==> src/rtl/multicycle_controller.sv <==
// rtl/multicycle_controller.sv - Moore FSM controller for a multicycle RV32 subset datapath
// State-only decode for datapath selects; PCWrite and ImmSrc also look at the instruction fields.
module multicycle_controller #(
  parameter int BNE_EN = 1,
  parameter int JAL_EN = 1,
  parameter int IMM_EN = 1
) (
  input  logic       clk,
  input  logic       reset,
  input  logic [6:0] op,
  input  logic [2:0] funct3,
  input  logic       zero,
  input  logic       mem_ready,
  output logic       PCWrite,
  output logic       AdrSrc,
  output logic       MemWrite,
  output logic       IRWrite,
  output logic       RegWrite,
  output logic [1:0] ResultSrc,
  output logic [1:0] ALUSrcA,
  output logic [1:0] ALUSrcB,
  output logic [1:0] ALUOp,
  output logic [1:0] ImmSrc,
  output logic       illegal,
  output logic       instr_done,
  output logic [3:0] state
);

  localparam logic [3:0] S_FETCH    = 4'd0;
  localparam logic [3:0] S_DECODE   = 4'd1;
  localparam logic [3:0] S_MEMADR   = 4'd2;
  localparam logic [3:0] S_MEMREAD  = 4'd3;
  localparam logic [3:0] S_MEMWB    = 4'd4;
  localparam logic [3:0] S_MEMWRITE = 4'd5;
  localparam logic [3:0] S_EXECUTER = 4'd6;
  localparam logic [3:0] S_EXECUTEI = 4'd7;
  localparam logic [3:0] S_ALUWB    = 4'd8;
  localparam logic [3:0] S_JAL      = 4'd9;
  localparam logic [3:0] S_BEQ      = 4'd10;

  localparam logic [6:0] OP_LW  = 7'b0000011;
  localparam logic [6:0] OP_SW  = 7'b0100011;
  localparam logic [6:0] OP_R   = 7'b0110011;
  localparam logic [6:0] OP_I   = 7'b0010011;
  localparam logic [6:0] OP_JAL = 7'b1101111;
  localparam logic [6:0] OP_BR  = 7'b1100011;

  logic [3:0] state_q;
  logic [3:0] state_d;
  logic       supported;
  logic       pc_update;
  logic       branch;
  logic       taken;

  assign state = state_q;

  always_ff @(posedge clk) begin
    if (reset) state_q <= S_FETCH;
    else       state_q <= state_d;
  end

  // Optional opcodes fall back to the illegal path when their feature is disabled.
  always_comb begin
    supported = 1'b0;
    case (op)
      OP_LW, OP_SW, OP_R, OP_BR: supported = 1'b1;
      OP_I:                      supported = (IMM_EN != 0);
      OP_JAL:                    supported = (JAL_EN != 0);
      default:                   supported = 1'b0;
    endcase
  end

  always_comb begin
    state_d = S_FETCH;
    case (state_q)
      S_FETCH:    state_d = mem_ready ? S_DECODE : S_FETCH;
      S_DECODE: begin
        state_d = S_FETCH;
        if (supported) begin
          case (op)
            OP_LW, OP_SW: state_d = S_MEMADR;
            OP_R:         state_d = S_EXECUTER;
            OP_I:         state_d = S_EXECUTEI;
            OP_JAL:       state_d = S_JAL;
            OP_BR:        state_d = S_BEQ;
            default:      state_d = S_FETCH;
          endcase
        end
      end
      S_MEMADR:   state_d = (op == OP_LW) ? S_MEMREAD : S_MEMWRITE;
      S_MEMREAD:  state_d = mem_ready ? S_MEMWB : S_MEMREAD;
      S_MEMWRITE: state_d = mem_ready ? S_FETCH : S_MEMWRITE;
      S_EXECUTER, S_EXECUTEI, S_JAL: state_d = S_ALUWB;
      default:    state_d = S_FETCH;
    endcase
  end

  always_comb begin
    AdrSrc     = 1'b0;
    MemWrite   = 1'b0;
    IRWrite    = 1'b0;
    RegWrite   = 1'b0;
    ResultSrc  = 2'b00;
    ALUSrcA    = 2'b00;
    ALUSrcB    = 2'b00;
    ALUOp      = 2'b00;
    illegal    = 1'b0;
    instr_done = 1'b0;
    pc_update  = 1'b0;
    branch     = 1'b0;
    case (state_q)
      S_FETCH: begin
        ALUSrcB   = 2'b10;
        ResultSrc = 2'b10;
        IRWrite   = mem_ready;
        pc_update = mem_ready;
      end
      S_DECODE: begin
        ALUSrcA = 2'b01;
        ALUSrcB = 2'b01;
        illegal = ~supported;
      end
      S_MEMADR: begin
        ALUSrcA = 2'b10;
        ALUSrcB = 2'b01;
      end
      S_EXECUTEI: begin
        ALUSrcA = 2'b10;
        ALUSrcB = 2'b01;
        ALUOp   = 2'b10;
      end
      S_MEMREAD: AdrSrc = 1'b1;
      S_MEMWRITE: begin
        AdrSrc     = 1'b1;
        MemWrite   = 1'b1;
        instr_done = mem_ready;
      end
      S_MEMWB: begin
        ResultSrc  = 2'b01;
        RegWrite   = 1'b1;
        instr_done = 1'b1;
      end
      S_ALUWB: begin
        RegWrite   = 1'b1;
        instr_done = 1'b1;
      end
      S_EXECUTER: begin
        ALUSrcA = 2'b10;
        ALUOp   = 2'b10;
      end
      S_JAL: begin
        ALUSrcA   = 2'b01;
        ALUSrcB   = 2'b10;
        pc_update = 1'b1;
      end
      S_BEQ: begin
        ALUSrcA    = 2'b10;
        ALUOp      = 2'b01;
        branch     = 1'b1;
        instr_done = 1'b1;
      end
      default: ;
    endcase
  end

  always_comb begin
    taken = 1'b0;
    if (funct3 == 3'b000)                      taken = zero;
    else if (funct3 == 3'b001 && BNE_EN != 0)  taken = ~zero;
  end

  assign PCWrite = pc_update | (branch & taken);

  always_comb begin
    case (op)
      OP_SW:   ImmSrc = 2'b01;
      OP_BR:   ImmSrc = 2'b10;
      OP_JAL:  ImmSrc = 2'b11;
      default: ImmSrc = 2'b00;
    endcase
  end

endmodule

==> config.mk <==
export PLATFORM = sky130hd
export DESIGN_NAME = multicycle_controller
export DESIGN_NICKNAME = d
export VERILOG_FILES = /design/src/rtl/multicycle_controller.sv
export SDC_FILE = /design/constraint.sdc
export NUM_CORES = 1
export LEC_CHECK = 0
export CORE_MARGIN = 1
export CORE_UTILIZATION = 36
export CTS_CLUSTER_SIZE = 25
export DETAILED_ROUTE_END_ITERATION = 10
export PLACE_DENSITY = 0.86
export SETUP_SLACK_MARGIN = 0.5
export SLEW_MARGIN = 20
export SYNTH_ARGS = -nofsm -noshare
export SYNTH_HDL_FRONTEND = slang
export SYNTH_SLANG_ARGS = --single-unit
==> constraint.sdc <==
create_clock -name clk -period 1.5 [get_ports clk]
set_input_delay 0.3 -clock clk [delete_from_list [all_inputs] [get_ports clk]]
set_output_delay 0.3 -clock clk [all_outputs]
set_load 0.005 [all_outputs]
==> results.md, run 1 <==
* Post-synth top area cell: dfxtp_1
* Initial Util at roughly two fifths
* Register area share after synthesis at 13.73%
* Failing step: 4_1_cts
* DP Area at 0.001254 mm²
* Mean Syn Cell Area at 7.110 µm²
* Std-Cell Rows at 14
* Post-CTS resize count at 157
* Clock root cell: clkbuf_4
* Yosys top cell area share at 13.73%
* Dpl hpwl at about 1.8 mm
* Max clock buf depth at 2
* FF+latch count, synth at 4
* Ys Warns at 0
* Outcome: aborted with a tool error
* Error: [ERROR DPL-0038] Utilization greater than 100%, impossible to legalize
* Hold_buf cts at 0
* Placer Congestion at 0.8826
* Post-synthesis cell area at between 500 and 600 µm²
* Total clock sinks at 4
* Post-CTS Setup Repair Bufs at 20
* Distinct cells, synth at 35
* Port Buffer Count at 34
* Dpl ws at -692.9 ps
* IO Count at 35
* Die width at between 40 and 50 µm
* # H-tree levels at 1
* Syn nets at 96
* Largest cells by area after synthesis: dfxtp_1, nor2_1, nand2b_1
* Die Y at roughly 42 µm
* CTS buffer count at 3
* Post-Syn Instances at between 80 and 90
## cells by family after synthesis
kind of cell / Yosys count / share of synthesized area, %
buffers and inverters: 8 / 7.080
DFF: 4 / 13.73
AOI/OAI and AO/OA: 22 / 27.90
muxes: 1 / 1.717
and+or+nand+nor: 43 / 43.56
xor gates and xnor gates: 4 / 6.010
## Yosys cell counts
library cell  number
o31ai_1            1
nor3_1             4
and2_1             3
a22oi_1            1
buf_2              3
nor2_1            11
nor4_4             1
a21o_1             1
buf_4              2
and3_1             1
o21a_1             2
xor2_1             3
a211o_1            1
a2bb2oi_1          2
nor3b_1            1
a22o_1             1
or2_0              1
a21oi_1            4
o21ai_1            3
nand3b_1           2
xnor2_1            1
a211oi_1           2
nor2b_1            3
nor3b_2            1
inv_1              3
or3_1              1
dfxtp_1            4
nor4_2             1
nand3_1            3
o221a_1            1
mux2i_1            1
nand2_1            4
a41oi_1            1
a32o_1             2
nand2b_1           6
## per-stage QoR
stage	std cells	TNS (ps)
after global placement	159	-4918
after floorplan	82	0
after detailed placement	159	-5591
==> run 2: changes to the inputs <==
CORE_AREA = 2 2 63 65   (was not set)
CORE_MARGIN = not set   (was 1)
CORE_UTILIZATION = not set   (was 36)
CTS_CLUSTER_SIZE = not set   (was 25)
DIE_AREA = 0 0 65 67   (was not set)
PLACE_DENSITY = not set   (was 0.86)
PLACE_DENSITY_LB_ADDON = 0.15   (was not set)
SETUP_SLACK_MARGIN = not set   (was 0.5)
==> run 2 against run 1 <==
Net effect:
- the flow now finishes, with violations (setup timing)
- synthesized cell count is the same
- synthesized area is the same
==> results.md, run 2 <==
* Final WL at 2.580 mm
* Flop pwr share at 19.7%
* Std-Cell Rows at 22 (+8)
* Sw Ratio at 26.72%
* Final antenna-violating net count at 0
* Top Metal Used: met4
* RSZ-0062 raised after global routing: yes
* CP max-delay cell: dfxtp_2
* Reg area at 92.59 µm²
* Mean Syn Cell Area at 7.110 µm² (unchanged)
* Clock Power Share at 41.1%
* Largest net degree at the start of global routing at 8
* CTS buffer count at 3 (unchanged)
* Die Area at roughly 0.0044 mm²
* WL/cell at 11.78 µm
* Via-per-instance ratio at around 4.3
* Clock root cell: clkbuf_8
* Final cell count without fillers at 219
* Multi-input gate area at ~670 µm²
* Inst Count DP at 198 (+25%)
* Final Hold Fails at 0
* FF+latch count, synth at 4 (unchanged)
* Total clock sinks at 4 (unchanged)
* Ys async rst share at 0% (unchanged)
* Fmax achieved at 619.7 MHz
* Final Hold Slack at 472.3 ps
* Reg2reg end: state[3]
* # diodes at 0
* Final net count at 187
* Vias in the first global route at 965
* Failing checks: setup timing
* Yosys top cell area share at 13.73% (unchanged)
* P&R area growth vs syn at 173.0%
* Initial Util at 16.17% (-23 points)
* Post-synth top area cell: dfxtp_1
* Max reg flops at 4
* Ys Warns at 0 (unchanged)
* Critical-path cell list: buf_6 > buf_6 > nor4_4 > and2_1 > buf_2
* Setup crit start kind: register
* Final Skew at 0.1899 ps
* Die Y at 67 µm (+59%)
* Max-cap violations at 0
* Synth top cells by count: nor2_1, nand2b_1
* Max clock buf depth at 2 (unchanged)
* Fin crit share at 107.6%
* Largest cells by area after synthesis: dfxtp_1, nor2_1, nand2b_1
* Clock slew at reported path FFs at around 30 ps
* IO Count at 35 (unchanged)
* Final setup margin at -113.7 ps
* Slowest Stage Delay on Critical Path at around 320 ps
* Shortest period the worst path allows at 1614 ps
* Remaining DRCs at 0
* Port Buffer Count at 34 (unchanged)
* Drt initial violations at 23
* CP endpoint kind: output pin
* Worst hold path endpoint: state[2]
* Post-synth EDFFs at 0 (unchanged)
* Outcome: finished with violations
* Router iterations before antenna repair at 3
* Setup TNS at -396.0 ps
* WHS Path Cells at 3
* Worst Max-Slew Pin Slew at 245.1 ps
* Comb pwr share at 39.2%
* Worst Hold Class: input port to register
* Fillers at 377
* Critical path buffer and inverter count at 3
* Commonest non-fill, non-tap cells in the layout: buf_4, buf_2, buf_6
* Reg2Reg Depth at 7
* Via count at just over 900
* Placer Congestion at 0.7618 (-14%)
* Leak at 0.0007513 µW
* # H-tree levels at 1 (unchanged)
* Sw Pwr at around 150 µW
* Wl on met1 at 1.059 mm
* Worst-path maximum fanout at 5
* FF-to-FF Start: state[2]
* Met3 Wirelength at between 100 and 150 µm
* Req. time, crit path at 1200 ps
* Die width at 65 µm (+54%)
* Antenna violations before repair at 0
* Flop2flop setup slack at 30 ps
* Routed wl met2 at 1.386 mm
* HP Start: op[4]
* Critical path class: register to output pin
* Post-synthesis cell area at 583.1 µm² (unchanged)
* Prevailing post-synth register cell: dfxtp_1
* Syn nets at 96 (unchanged)
* Dpl hpwl at 1.767 mm (-3.9%)
* CTS tree: done
* Slew HR at 83.56%
* Most common cell in the netlist: nor2_1
* Remaining Overflow, GRT at 0
* Leading cell type in the layout, fill and taps excluded: buf_4
* Slew Limit Fails at 0
* Post-Syn Instances at 82 (unchanged)
* Final setup vio count at 8
* Fraction of layout cells with a size suffix above 1 at 70.76%
* Max VDD drop at 0.1486 mV
* First-pass GRT wire length at 4.236 mm
* Clk_lat worst skew at between 200 and 250 ps
* Critical Path AT at 1310 ps
* PD cells at 347.0 mW/mm²
* Distinct cells, synth at 35 (unchanged)
* Worst path top cell family by delay: simple AND/OR/NAND/NOR gates
* Core Footprint at 0.003606 mm²
* Internal power at 404.7 µW
* CP most frequent cell: buf_6
* Overall Global Routing Usage at 12.53%
* Register area share after synthesis at 13.73% (unchanged)
==> run 2: cell counts after synthesis <==
Identical to the previous run, type by type.
==> run 2: cells by family (layout without fill, tap and decap cells) <==
family | count (synthesis) | in the layout | synth area share [%]
buffers and inverters | 8 | 97 | 7.080
AND/OR/NAND/NOR | 43 | 43 | 43.56
XOR/XNOR | 4 | 4 | 6.010
flip-flops | 4 | 4 | 13.73
AO/OA/AOI/OAI | 22 | 22 | 27.90
multiplexers | 1 | 1 | 1.717
==> run 2: worst max path at each step <==
| stage | startpoint | end | slack (ps) | cells after the start |
|---|---|---|---|---|
| final | state[2] | IRWrite | -110 | 5 |
| after global placement | op[4] | illegal | -700 | 6 |
| after floorplan | state[0] | IRWrite | 80 | 4 |
| after global routing | state[2] | IRWrite | -170 | 5 |
| after detailed placement | op[4] | illegal | -730 | 6 |
| after CTS | state[3] | PCWrite | -140 | 6 |
==> run 2: layout make-up <==
| cell class | count | share of cell area, % |
|---|---|---|
| clock buffer | 3 | 2.594 |
| inverter | 3 | 0.8648 |
| multi-input combinational | 70 | 42.22 |
| sequential | 4 | 5.818 |
| tap | 48 | 3.774 |
| timing repair buffer | 91 | 44.73 |
==> run 2: metal layers <==
layer | GRT usage (%) | vias to the layer above
met1 | 13.68 | 430
met3 | 0.6757 | 3
met5 | 0 | -
met2 | 25.00 | 26
met4 | 4.787 | 0
li1 | - | 474
==> run 2: power groups by stage <==
| stage | Sequential [µW] | Combinational [µW] | Clock (µW) |
|---|---|---|---|
| floorplan | 112 | 59.2 | 0 |
| global placement | 116 | 185 | 0 |
| detailed placement | 116 | 185 | 0 |
| CTS | 109 | 204 | 232 |
| global route | 109 | 235 | 237 |
| finish | 109 | 217 | 227 |
==> run 2: worst register-to-register path, stage by stage (launching register included) <==
cell and delay [ps]:
dfxtp_2 320, buf_4 150, nor2b_4 130, and2_4 130, buf_4 120, buf_4 120, or2_0 190, o221a_1 200
==> run 2: what timing repair did <==
| item | CTS | global route |
|---|---|---|
| resized for setup | 129 | 29 |
| setup buffers | 16 | 5 |
| endpoints found under the setup margin | 23 | 18 |
| hold buffers | 0 | 0 |
| pin swaps | 15 | 16 |
==> run 2: through the flow <==
stage | power (µW) | area [µm²] | util (%) | worst slack [ps]
2_1_floorplan | 171.0 | 583.1 | - | 78.33
3_3_place_gp | 300.7 | 1246 | 34.56 | -699.9
3_5_place_dp | 301.2 | 1246 | 34.56 | -726.5
4_1_cts | 544.8 | 1518 | 42.09 | -143.8
5_1_grt | 581.3 | 1592 | 44.14 | -169.9
6_report | 552.3 | 1592 | 44.14 | -113.7
Power figures use the tool's default switching activity.
==> run 3: changes to the inputs <==
ABC_AREA = 1   (was not set)
HOLD_SLACK_MARGIN = 0.12   (was not set)
==> run 3 against run 2 <==
Net effect:
- the flow still finishes with violations (setup timing)
- design area shrank 4.6%
- routed wire length shrank 6.9%
- combinational power shrank 15%
- synthesized cell count grew 27%
- die area is the same
- clock skew is essentially flat
- global-route usage shrank 1.3 points
- power shrank 6.9%
- register-to-register slack gained 80 ps
- via count grew 1.5%
- critical path depth grew 3
- clock power shrank 3%
- largest cell class unchanged
- largest power group unchanged
==> results.md, run 3 <==
* RSZ-0062 raised after global routing: yes
* Final Hold Fails at 0 (unchanged)
* Die width at 65 µm (unchanged)
* Slew HR at 83.27% (-0.29 points)
* Worst Setup SP: state[0]
* Syn nets at 118 (+23%)
* Final Skew at 0.3878 ps (+0.1979 ps)
* Placer Congestion at 0.8481 (+11%)
* WL/cell at 9.921 µm (-16%)
* Yosys top cell area share at 22.59% (+8.9 points)
* Largest cells by area after synthesis: nand2_1, dfxtp_1, inv_1
* Commonest non-fill, non-tap cells in the layout: buf_4, nand2_1, buf_6
* Final setup margin at -135.6 ps (-21.88 ps)
* Via-per-instance ratio at 3.913 (-8.1%)
* Worst-path maximum fanout at 3 (-2)
* Largest net degree at the start of global routing at 6 (-2)
* Vias in the first global route at 948 (-1.8%)
* Internal power at 384.7 µW (-4.9%)
* FF-to-FF Start: state[0]
* Post-synth top area cell: nand2_1
* CP endpoint kind: output pin
* Flop pwr share at 21.2% (+1.5 points)
* # diodes at 0 (unchanged)
* Max reg flops at 4 (unchanged)
* Clock slew at reported path FFs at 30 ps (about the same)
* Met2 Usage GRT at 21.01% (-4.0 points)
* Distinct cells, synth at 17 (-51%)
* Register area share after synthesis at 15.06% (+1.3 points)
* Fmax achieved at 611.4 MHz (-1.3%)
* Routing usage on met3 at 2.703% (+2.0 points)
* Remaining DRCs at 0 (unchanged)
* Max-cap violations at 0 (unchanged)
* Prevailing post-synth register cell: dfxtp_1
* Total clock sinks at 4 (unchanged)
* Fin crit share at 109.0% (+1.5 points)
* DP Area at 0.001172 mm² (-5.9%)
* Post-synth EDFFs at 0 (unchanged)
* Final net count at 210 (+12%)
* Req. time, crit path at 1200 ps (about the same)
* Critical Path AT at 1340 ps (+30 ps)
* Clock root cell: clkbuf_8
* # H-tree levels at 1 (unchanged)
* Util after Layout at 42.09% (-2.0 points)
* Final antenna-violating net count at 0 (unchanged)
* Port Buffer Count at 34 (unchanged)
* Fraction of layout cells with a size suffix above 1 at 58.76% (-12 points)
* Dpl hpwl at 1.751 mm (-0.94%)
* Ys async rst share at 0% (unchanged)
* PD cells at 338.8 mW/mm² (-2.4%)
* Sw Ratio at 25.18% (-1.5 points)
* Final Cell Area at 0.001518 mm² (-4.6%)
* Die Y at 67 µm (unchanged)
* CTS tree: done
* Inst Count DP at 218 (+10%)
* Shortest period the worst path allows at 1636 ps (+21.88 ps)
* Mean Syn Cell Area at 5.113 µm² (-28%)
* Die Area at 0.004355 mm² (unchanged)
* Clk_lat worst skew at 210 ps (about the same)
* Post-Syn Instances at 104 (+27%)
* Router iterations before antenna repair at 3 (unchanged)
* Slew Limit Fails at 0 (unchanged)
* Most used routing layer: met2
* Most common cell in the netlist: nand2_1
* Sw Pwr at 129.5 µW (-12%)
* Ys Warns at 0 (unchanged)
* Leak at 0.0008857 µW (+18%)
* Max clock buf depth at 2 (unchanged)
* Overall Global Routing Usage at 11.25% (-1.3 points)
* Final cell count without fillers at 242 (+11%)
* Initial Util at 14.75% (-1.4 points)
* CTS buffer count at 3 (unchanged)
* Met1 Usage GRT at 12.19% (-1.5 points)
* Core Footprint at 0.003606 mm² (unchanged)
* Final WL at 2.401 mm (-6.9%)
* Outcome: finished with violations
* Post-synthesis cell area at 531.8 µm² (-8.8%)
* Hold_buf cts at 0 (unchanged)
* P&R area growth vs syn at 185.4%
* Failing checks: setup timing
* Worst Max-Slew Pin Slew at 249.0 ps (+3.974 ps)
* Remaining Overflow, GRT at 0 (unchanged)
* Drt initial violations at 21 (-8.7%)
* HP Start: reset
* Clock Power Share at 43.1% (+2.0 points)
* Synth top cells by count: nand2_1, inv_1, nor2_1
* Std-Cell Rows at 22 (unchanged)
* First-pass GRT wire length at 3.857 mm (-8.9%)
* Leading cell type in the layout, fill and taps excluded: buf_4
* IO Count at 35 (unchanged)
* Antenna violations before repair at 0 (unchanged)
* Setup crit start kind: register
* Final setup vio count at 8 (unchanged)
* Worst Hold Class: input port to register
* Via count at 947 (+1.5%)
* FF+latch count, synth at 4 (unchanged)
* Max VDD drop at 0.1667 mV (+12%)
* Critical path class: register to output pin
* Comb pwr share at 35.7% (-3.5 points)
run 3: metal layers:
| metal | share of wire (%) | routed length (µm) |
|---|---|---|
| met1 | 41 | 990 |
| met2 | 50 | 1203 |
| met3 | 7.7 | 186 |
| met4 | 0.87 | 21 |
| met5 | 0 | 0 |
run 3: cell families after synthesis:
| kind of cell | count (synthesis) | synth area share (%) |
|---|---|---|
| DFF | 4 | 15.06 |
| AOI/OAI and AO/OA | 8 | 8.000 |
| buffers and inverters | 21 | 14.82 |
| and+or+nand+nor | 71 | 62.12 |
run 3: what timing repair did:
action,CTS,global route
setup buffers,17,6
setup endpoints to repair,20,19
resized for setup,94,37
gates cloned,0,0
pin swaps,17,13
run 3: path summary, 6_finish.rpt:
path	end	slack (ps)	cells past startpoint
min reg2reg	state[1]	880	7
max reg2reg	state[0]	110	10
min	state[3]	650	2
max	instr_done	-140	8
run 3: worst max-delay path, stage by stage, from the launching register on:
cell     delay, ps
dfxtp_4        340
buf_12         130
nor2_4         150
nand2_2        100
nand2_2        100
buf_6           90
nor2_1          30
o21ai_1         50
buf_2          130
run 3: cell type report:
cell class | instances | area [µm²]
clock buffers | 3 | 41.29
fillers | 374 | 2088
flip-flops and latches | 4 | 90.09
well taps | 48 | 60.06
inverters | 21 | 88.84
repair buffers | 87 | 762.0
multi-input cells | 79 | 475.5
run 3: through the flow:
step           setup slack, ps  TNS (ps)  total power (µW)  hold WS (ps)
2_1_floorplan            283.8         0             158.8         372.4
3_3_place_gp            -491.5     -4219             268.0         837.9
3_5_place_dp            -520.5     -4446             269.2         843.8
4_1_cts                 -153.7    -684.7             507.9         652.3
5_1_grt                 -199.1     -1068             550.4         689.3
6_report                -135.6    -460.3             514.2         654.7
run 3: power by group through the flow:
| stage | Combinational [µW] | Clock (µW) | Sequential [µW] |
|---|---|---|---|
| floorplan | 45.6 | 0 | 113 |
| global placement | 154 | 0 | 114 |
| detailed placement | 156 | 0 | 114 |
| CTS | 169 | 229 | 110 |
| global route | 201 | 240 | 109 |
| finish | 184 | 221 | 109 |
==> run 4: changes to the inputs <==
SLEW_MARGIN = 15   (was 20)
==> results of run 4 <==
The final DEF is identical to that of run 3; final timing and power are the same.
